==> config.mk <==
export PLATFORM = sky130hd
export DESIGN_NAME = fft_peak_detect_flat
export DESIGN_NICKNAME = d
export VERILOG_FILES = /design/src/rtl/fft_pkg.sv /design/src/rtl/fft_peak_detect_if.sv /design/src/rtl/fft_peak_detect_mag_sq.sv /design/src/rtl/fft_peak_detect.sv /design/src/flat_wrapper.sv
export SDC_FILE = /design/constraint.sdc
export NUM_CORES = 2
export LEC_CHECK = 0
export CAP_MARGIN = 20
export CORE_ASPECT_RATIO = 2
export CORE_MARGIN = 5
export CORE_UTILIZATION = 55
export DETAILED_ROUTE_END_ITERATION = 7
export PLACE_DENSITY = 0.69
export SKIP_CTS_REPAIR_TIMING = 1
export SLEW_MARGIN = 20
export SYNTH_ARGS = -nofsm -noshare
export SYNTH_HDL_FRONTEND = slang
export SYNTH_SLANG_ARGS = --single-unit
==> constraint.sdc <==
create_clock -name clk -period 3.5 [get_ports clk]
set_clock_uncertainty 0.05 [all_clocks]
set_input_delay 1.05 -clock clk [delete_from_list [all_inputs] [get_ports clk]]
set_output_delay 1.05 -clock clk [all_outputs]
set_load 0.01 [all_outputs]
==> src/rtl/fft_pkg.sv <==
// Shared constants and types for the FFT spectrum peak-detect slice.
package fft_pkg;
  localparam int WIDTH   = 24;
  localparam int log2NUM = 4;
  localparam int NUM     = 2**log2NUM;
  localparam int MAG_W   = 2*WIDTH+1;

  typedef logic signed [WIDTH-1:0] sample_t;
  typedef logic [2*WIDTH-1:0]      sq_t;
  typedef logic [MAG_W-1:0]        mag_t;
  typedef logic [log2NUM-1:0]      idx_t;

  // The square of a signed sample is never negative and never exceeds 2^(2W-2),
  // so the low 2W bits of the widened product are the exact unsigned result.
  function automatic sq_t square(input sample_t x);
    logic signed [2*WIDTH-1:0] xw;
    xw = x;
    return sq_t'(xw * xw);
  endfunction
endpackage

==> src/rtl/fft_peak_detect_if.sv <==
// Stream bundle between the bit-reversal sort stage, the peak detector and its consumer.
// Optional macro PEAK_THRESH_EN adds the threshold input and the peak_hit flag.
interface fft_peak_detect_if;
  import fft_pkg::*;

  logic    din_valid;
  sample_t din_r;
  sample_t din_i;
  logic    mag_valid;
  mag_t    mag;
  idx_t    mag_idx;
  logic    peak_valid;
  idx_t    peak_idx;
  mag_t    peak_mag;
`ifdef PEAK_THRESH_EN
  mag_t    thresh;
  logic    peak_hit;

  modport master (output din_valid, din_r, din_i, thresh,
                  input  mag_valid, mag, mag_idx, peak_valid, peak_idx, peak_mag, peak_hit);
  modport slave  (input  din_valid, din_r, din_i, thresh,
                  output mag_valid, mag, mag_idx, peak_valid, peak_idx, peak_mag, peak_hit);
`else
  modport master (output din_valid, din_r, din_i,
                  input  mag_valid, mag, mag_idx, peak_valid, peak_idx, peak_mag);
  modport slave  (input  din_valid, din_r, din_i,
                  output mag_valid, mag, mag_idx, peak_valid, peak_idx, peak_mag);
`endif
endinterface

==> src/rtl/fft_peak_detect_mag_sq.sv <==
// Two-stage magnitude-squared pipeline carrying a valid and a bin-index sideband.
module mag_sq
  import fft_pkg::*;
(
  input  logic    clk,
  input  logic    rst,
  input  logic    clear,
  input  logic    in_valid,
  input  sample_t in_r,
  input  sample_t in_i,
  input  idx_t    in_idx,
  output logic    out_valid,
  output mag_t    out_mag,
  output idx_t    out_idx
);
  logic vld_p1;
  sq_t  sq_r_p1;
  sq_t  sq_i_p1;
  idx_t idx_p1;
  logic vld_p2;
  mag_t mag_p2;
  idx_t idx_p2;

  // Stage 1: independent squares of the real and imaginary parts
  always_ff @(posedge clk or negedge rst) begin
    if (!rst) begin
      vld_p1  <= 1'b0;
      sq_r_p1 <= '0;
      sq_i_p1 <= '0;
      idx_p1  <= '0;
    end else begin
      vld_p1 <= in_valid & ~clear;
      if (in_valid) begin
        sq_r_p1 <= square(in_r);
        sq_i_p1 <= square(in_i);
        idx_p1  <= in_idx;
      end
    end
  end

  // Stage 2: one extra bit holds the worst case 2^(2W-1) without saturation
  always_ff @(posedge clk or negedge rst) begin
    if (!rst) begin
      vld_p2 <= 1'b0;
      mag_p2 <= '0;
      idx_p2 <= '0;
    end else begin
      vld_p2 <= vld_p1 & ~clear;
      if (vld_p1) begin
        mag_p2 <= {1'b0, sq_r_p1} + {1'b0, sq_i_p1};
        idx_p2 <= idx_p1;
      end
    end
  end

  assign out_valid = vld_p2;
  assign out_mag   = mag_p2;
  assign out_idx   = idx_p2;
endmodule

==> src/rtl/fft_peak_detect.sv <==
// Per-bin magnitude-squared stream plus once-per-frame peak bin/magnitude report.
// Optional macro PEAK_THRESH_EN adds a registered peak_hit = (peak_mag > thresh).
module fft_peak_detect
  import fft_pkg::*;
(
  input logic              clk,
  input logic              rst,
  input logic              clear,
  fft_peak_detect_if.slave bus
);
  idx_t bin_cnt;
  logic vld_p2;
  mag_t mag_p2;
  idx_t idx_p2;
  mag_t run_max;
  idx_t run_idx;
  mag_t next_max;
  idx_t next_idx;
  logic last_bin;
  logic peak_valid_p3;
  idx_t peak_idx_p3;
  mag_t peak_mag_p3;

  // A cleared cycle drops its sample, so the counter restarts at bin 0.
  always_ff @(posedge clk or negedge rst) begin
    if (!rst)               bin_cnt <= '0;
    else if (clear)         bin_cnt <= '0;
    else if (bus.din_valid) bin_cnt <= bin_cnt + 1'b1;
  end

  mag_sq u_mag_sq (
    .clk       (clk),
    .rst       (rst),
    .clear     (clear),
    .in_valid  (bus.din_valid),
    .in_r      (bus.din_r),
    .in_i      (bus.din_i),
    .in_idx    (bin_cnt),
    .out_valid (vld_p2),
    .out_mag   (mag_p2),
    .out_idx   (idx_p2)
  );

  // Strict compare keeps the lowest index on ties; bin 0 always reloads.
  always_comb begin
    next_max = run_max;
    next_idx = run_idx;
    if (idx_p2 == '0 || mag_p2 > run_max) begin
      next_max = mag_p2;
      next_idx = idx_p2;
    end
  end

  assign last_bin = vld_p2 && (idx_p2 == idx_t'(NUM-1));

`ifdef PEAK_THRESH_EN
  logic peak_hit_p3;
`endif

  // Stage 3: running maximum and frame-end report
  always_ff @(posedge clk or negedge rst) begin
    if (!rst) begin
      run_max       <= '0;
      run_idx       <= '0;
      peak_valid_p3 <= 1'b0;
      peak_idx_p3   <= '0;
      peak_mag_p3   <= '0;
`ifdef PEAK_THRESH_EN
      peak_hit_p3   <= 1'b0;
`endif
    end else if (clear) begin
      run_max       <= '0;
      run_idx       <= '0;
      peak_valid_p3 <= 1'b0;
    end else begin
      peak_valid_p3 <= last_bin;
      if (vld_p2) begin
        run_max <= next_max;
        run_idx <= next_idx;
      end
      if (last_bin) begin
        peak_idx_p3 <= next_idx;
        peak_mag_p3 <= next_max;
`ifdef PEAK_THRESH_EN
        peak_hit_p3 <= (next_max > bus.thresh);
`endif
      end
    end
  end

  assign bus.mag_valid  = vld_p2;
  assign bus.mag        = mag_p2;
  assign bus.mag_idx    = idx_p2;
  assign bus.peak_valid = peak_valid_p3;
  assign bus.peak_idx   = peak_idx_p3;
  assign bus.peak_mag   = peak_mag_p3;
`ifdef PEAK_THRESH_EN
  assign bus.peak_hit   = peak_hit_p3;
`endif
endmodule

==> src/flat_wrapper.sv <==
// flat-port wrapper written by rule: the top's interface ports become plain ports
module fft_peak_detect_flat import fft_pkg::*;
  (clk, rst, clear, bus_din_valid, bus_din_r, bus_din_i, bus_mag_valid, bus_mag, bus_mag_idx, bus_peak_valid, bus_peak_idx, bus_peak_mag);
  fft_peak_detect_if bus_i ();
  input logic clk;
  input logic rst;
  input logic clear;
  input wire logic [$bits(bus_i.din_valid)-1:0] bus_din_valid;
  input wire logic [$bits(bus_i.din_r)-1:0] bus_din_r;
  input wire logic [$bits(bus_i.din_i)-1:0] bus_din_i;
  output wire logic [$bits(bus_i.mag_valid)-1:0] bus_mag_valid;
  output wire logic [$bits(bus_i.mag)-1:0] bus_mag;
  output wire logic [$bits(bus_i.mag_idx)-1:0] bus_mag_idx;
  output wire logic [$bits(bus_i.peak_valid)-1:0] bus_peak_valid;
  output wire logic [$bits(bus_i.peak_idx)-1:0] bus_peak_idx;
  output wire logic [$bits(bus_i.peak_mag)-1:0] bus_peak_mag;
  assign bus_i.din_valid = bus_din_valid;
  assign bus_i.din_r = bus_din_r;
  assign bus_i.din_i = bus_din_i;
  assign bus_mag_valid = bus_i.mag_valid;
  assign bus_mag = bus_i.mag;
  assign bus_mag_idx = bus_i.mag_idx;
  assign bus_peak_valid = bus_i.peak_valid;
  assign bus_peak_idx = bus_i.peak_idx;
  assign bus_peak_mag = bus_i.peak_mag;
  fft_peak_detect u_core (.clk(clk), .rst(rst), .clear(clear), .bus(bus_i));
endmodule
Word level (Yosys, flattened, before mapping)
Cells that the tools add are included.
{ "classes": {"add_sub_neg": 2, "multipliers": 2, "n_lt_le_gt_ge": 1, "n_eq_ne": 1, "muxes": 9, "n_bitwise": 3, "n_reduce_logical": 6} }
{ "ops": {"columns": ["op", "count"], "rows": [
  ["$mux 49", 3],
  ["$mul 24x24->48", 2],
  ["$add 48x48->49", 1],
  ["$gt 49x49->1", 1],
  ["$mux 4", 5],
  ["$add 4x1->4 const B", 1],
  ["$eq 4x4->1 const B", 1],
  ["$logic_not 4->1", 1],
  ["$reduce_bool 2->1", 2],
  ["$and 1x1->1", 2],
  ["$reduce_and 2->1", 1],
  ["$logic_and 1x1->1", 1],
  ["$logic_or 1x1->1", 1],
  ["$mux 1", 1],
  ["$not 1->1", 1]
]} }
{ "word_totals": {"register_bits": 266, "in_bits": 52, "output_inout_bits": 108, "wordCells": 37} }

Depth between registers and ports, before layout
{ "depth": {"ltp_word": 5, "ltp_mapped": 28, "depth_no_buf": 28} }

Modules after synthesis
Synthesis repeated with hierarchy kept, for this count alone.
{ "unflattened": {"hier_cells": 5343, "hier_area_um2": 52173.8} }
{ "modules_own_cells": {"columns": ["mod", "n_inst", "cells_per_inst", "area_each_um2", "seq_area_each_um2"], "rows": [
  ["mag_sq", 1, 4678, 45841.5, 3828.7],
  ["fft_peak_detect", 1, 665, 6332.3, 2777.7]
]} }

Worst setup path after synthesis
OpenSTA, ideal clock, no wires.
{ "synth_path": {"kind": "input-to-reg", "from": "in bus_din_r[23]", "to": "reg u_core.u_mag_sq.sq_r_p1[47]", "setup_ns": 0.126, "arrival_ns": 7.999, "required_time_ns": 3.324, "path_slack_ns": -4.675, "cell_stages": 25, "n_path_buf": 2, "path_cell_list": "clkbuf_1 -> clkbuf_1 -> nand2_1 -> inv_1 -> fa_1 -> inv_1 -> fa_1 -> fa_1 -> inv_1 -> fa_1 -> inv_1 -> fa_1 -> fa_1 -> fa_1 -> inv_1 -> ha_1 -> and2_1 -> or2_2 -> o32a_1 -> o31a_1 -> o21a_4 -> o31ai_4 -> o311ai_2 -> o211a_1 -> a221o_1"} }
{ "synth_between": {"elab_chain_cells": 1} }
{ "synth_rtl": {"columns": ["element", "line", "rtl"], "rows": [
  ["from (decl)", "flat_wrapper.sv:9", "input wire logic [$bits(bus_i.din_r)-1:0] bus_din_r;"],
  ["$mul 24x24->48", "fft_pkg.sv:18", "return sq_t'(xw * xw);"],
  ["to (signal assigned)", "fft_peak_detect_mag_sq.sv:34", "sq_r_p1 <= square(in_r);"],
  ["to (decl)", "fft_peak_detect_mag_sq.sv:17", "sq_t sq_r_p1;"]
]} }
Every way passes these cells.
A chain may end at the register's enable or synchronous reset.

Worst setup path after layout
{ "layout_path": {"from": "in bus_din_r[0]", "to": "reg u_core.u_mag_sq.sq_r_p1[47]"} }
Same word-level chain as after synthesis.

==> impl_metrics.ini <==
[run_status]
status = complete, but fails checks
violations = setup timing

[run]
cap_violations = 0

[sta]
setup_viol = 91
post-route-period-util = 2.12
worstMarginPinSlew_ps = 960
maxSlewViolCount = 0
hold_slack_ps = 445
hold_viol_final = 0
fin_crit_ps = 7430
relSlewSlack = 0.359
rsz0062_at_grt = yes
setup_slack_ps = -3930
max_freq_mhz = 135

[clocking]
clock_latency_ps = 570
clk_path_buf_depth = 3
cts_root_buf = clkbuf_16
clock_sinks = 264
cts_max_level = 1
clkTransAtPathRegs_ps = 60
cts_tree = yes
cts_inserted_buffers = 30

[floorplan]
die_x_um = 227
start_util = 0.552
io_pins = 160
row_count = 159
core_sq_um = 93500
die_area_sq_um = 100000
die-height_um = 443

[worst_setup_path]
path_class = in2reg
ff2ff_path_depth = 15
worstSetupEndpointType = register
r2r-start = u_core.u_mag_sq.out_mag[3]$_DFFE_PN0P_
crit_required_ps = 3900
critPathMaxFanout = 5
endpoint = u_core.u_mag_sq.sq_r_p1[47]$_DFFE_PN0P_
r2r_slack_ps = -40
worst_setup_path_start_kind = input port
critPathLaunch = bus_din_r[0]
r2r_end = u_core.bus.peak_mag[48]$_DFFE_PN0P_
cp.arrival_ps = 7820

[cells_and_area]
diodes = 0
finish.utilization = 0.714
ff_latch_area_sq_um = 6610
drive_gt1_frac = 0.279
nNetsFinal = 7815
syn2layout_area_growth_pct = 29.3
multi_input_area_sq_um = 42000
fillers = 6702

[grt]
antenna_found_initial = 1
gr-total-overflow = 0
grt_pass1_vias = 43196
grt_pass1_wl_mm = 219
grt_use_total = 0.269
grt_max_degree = 108

[drt]
drt_iter0_markers = 2146
drc_errors = 0
dr.pass1.iters = 6
wl_mm = 140
vias_per_cell = 5.26
routedWlPerCell_um = 18.7
ant_nets = 0
dr_total_vias = 39453

[place]
dp_hpwl_mm = 113
io_buffers = 159
place_congestion = 0.910

[yosys]
ys_ff_latch = 264
synthArstFlopShare = 1.00
synthCells = 5291
yosysSeqAreaShare = 0.128
ys.flop_type = dfrtp_1
ys_types = 78
syn_area_sq_um = 51600
synth_nets = 6842
synth_edf_count = 0
synth.avg_cell_area_sq_um = 9.76
synth_warnings = 0

[hold_path]
min_path_type = in2async
==> critical path, stage by stage <==
cell and delay [ps]:
buf_6 90, buf_8 120, buf_6 120, nand2_4 60, inv_2 40, fa_2 630
inv_2 60, fa_1 470, fa_1 530, inv_2 50, fa_1 510, inv_2 40
fa_1 550, fa_1 440, fa_1 520, inv_2 50, ha_4 210, and2_4 140
or2_4 240, o32a_1 360, o31a_1 330, o21a_4 220, o31ai_4 310, o311ai_4 160
o211a_1 260, a221o_1 260
==> cells by family after synthesis <==
kind of cell             after synthesis  share of synthesized area
AO/OA/AOI/OAI                        519                     0.0643
XOR/XNOR                             148                     0.0251
adder cells (fa/ha/maj)             1499                      0.525
buffers and inverters               1609                      0.117
flip-flops                           264                      0.128
multiplexers                         219                     0.0452
AND/OR/NAND/NOR                     1033                     0.0950
==> per-layer routing <==
layer	routed length (um)	vias to the layer above	global-route usage
li1	-	17835	-
met1	56200	20221	0.363
met2	72200	1100	0.469
met3	7290	297	0.0288
met4	4730	0	0.0664
met5	0	-	0
==> flip-flops by register name, summed over array words and instances, names as in the netlist <==
signal                     cells
u_core.run_idx                 4
u_core.bin_cnt                 4
u_core.u_mag_sq.sq_i_p1       47
u_core.bus.peak_valid          1
u_core.u_mag_sq.out_mag       49
u_core.u_mag_sq.out_valid      1
u_core.run_max                49
u_core.u_mag_sq.vld_p1         1
u_core.bus.peak_mag           49
u_core.u_mag_sq.out_idx        4
u_core.bus.peak_idx            4
u_core.u_mag_sq.idx_p1         4
u_core.u_mag_sq.sq_r_p1       47
==> worst min-delay path by stage <==
stage	from	end	slack (ps)	cells past startpoint
after floorplan	u_core.u_mag_sq.sq_i_p1[34]$_DFFE_PN0P_	u_core.u_mag_sq.sq_i_p1[34]$_DFFE_PN0P_	410	2
after global placement	u_core.run_idx[1]$_DFFE_PN0P_	u_core.run_idx[1]$_DFFE_PN0P_	440	1
after detailed placement	u_core.u_mag_sq.idx_p1[0]$_DFFE_PN0P_	u_core.u_mag_sq.idx_p1[0]$_DFFE_PN0P_	440	1
after CTS	u_core.u_mag_sq.idx_p1[3]$_DFFE_PN0P_	u_core.u_mag_sq.out_idx[3]$_DFFE_PN0P_	460	1
after global routing	u_core.run_idx[0]$_DFFE_PN0P_	u_core.run_idx[0]$_DFFE_PN0P_	470	1
final	rst	u_core.bus.peak_mag[19]$_DFFE_PN0P_	440	1
==> synthesized netlist by cell type (8+ instances only) <==
master	number	area, sq um
nand4_1	34	213
clkbuf_1	155	582
nor2b_1	44	275
buf_2	10	50.1
o211ai_1	13	97.6
fa_1	1114	22300
and2_1	202	1260
inv_1	1441	5410
a31oi_1	14	87.6
xnor2_1	101	885
nor3_1	16	80.1
mux2_2	114	1280
o21bai_1	19	143
xor2_1	47	412
mux2i_1	105	1050
o21ai_0	73	365
ha_1	385	4820
nand3_1	21	105
nand2b_1	31	194
a21o_1	79	593
nand2_1	431	1620
dfrtp_1	264	6610
or2_2	8	50.1
and3_1	8	50.1
o21a_1	21	158
nor2_1	198	743
o31ai_1	11	82.6
a21oi_1	203	1020
a211oi_1	9	67.6
==> placed cells by master (no fill, tap or decap), types with 44 or more instances in the layout <==
cell / n
inv_1: 1326
fa_1: 1066
buf_4: 766
nand2_1: 346
ha_1: 310
dfrtp_1: 263
nor2_1: 184
a21oi_1: 148
and2_1: 145
buf_6: 109
inv_2: 108
clkdlybuf4s50_1: 108
mux2i_1: 96
a21o_1: 79
xnor2_1: 78
mux2_2: 71
ha_4: 67
nand2_2: 57
and2_4: 56
buf_12: 55
o21ai_0: 48
fa_2: 48
clkbuf_16: 45
nor2b_1: 44
==> cell type report <==
class	count	area share
Clock inverter	14	0.00307
Clock buffer	42	0.0133
Timing Repair Buffer	1108	0.151
Tap cell	1207	0.0226
Inverter	1442	0.0813
Sequential cell	264	0.0990
Multi-Input combinational cell	3418	0.630
==> stage by stage <==
stage	setup TNS, ps	setup WS (ps)	std cells	area [sq um]
floorplan	-251220	-4110	5291	53400
global placement	-351320	-4870	7318	61900
detailed placement	-355820	-4920	7318	61900
CTS	-309030	-4330	7374	63000
global route	-281630	-4120	7495	66800
finish	-260310	-3930	7495	66800
Power is left out: the tool's default activity adds up to more than one toggle a clock period on the data nets, which glitch-free logic cannot reach.
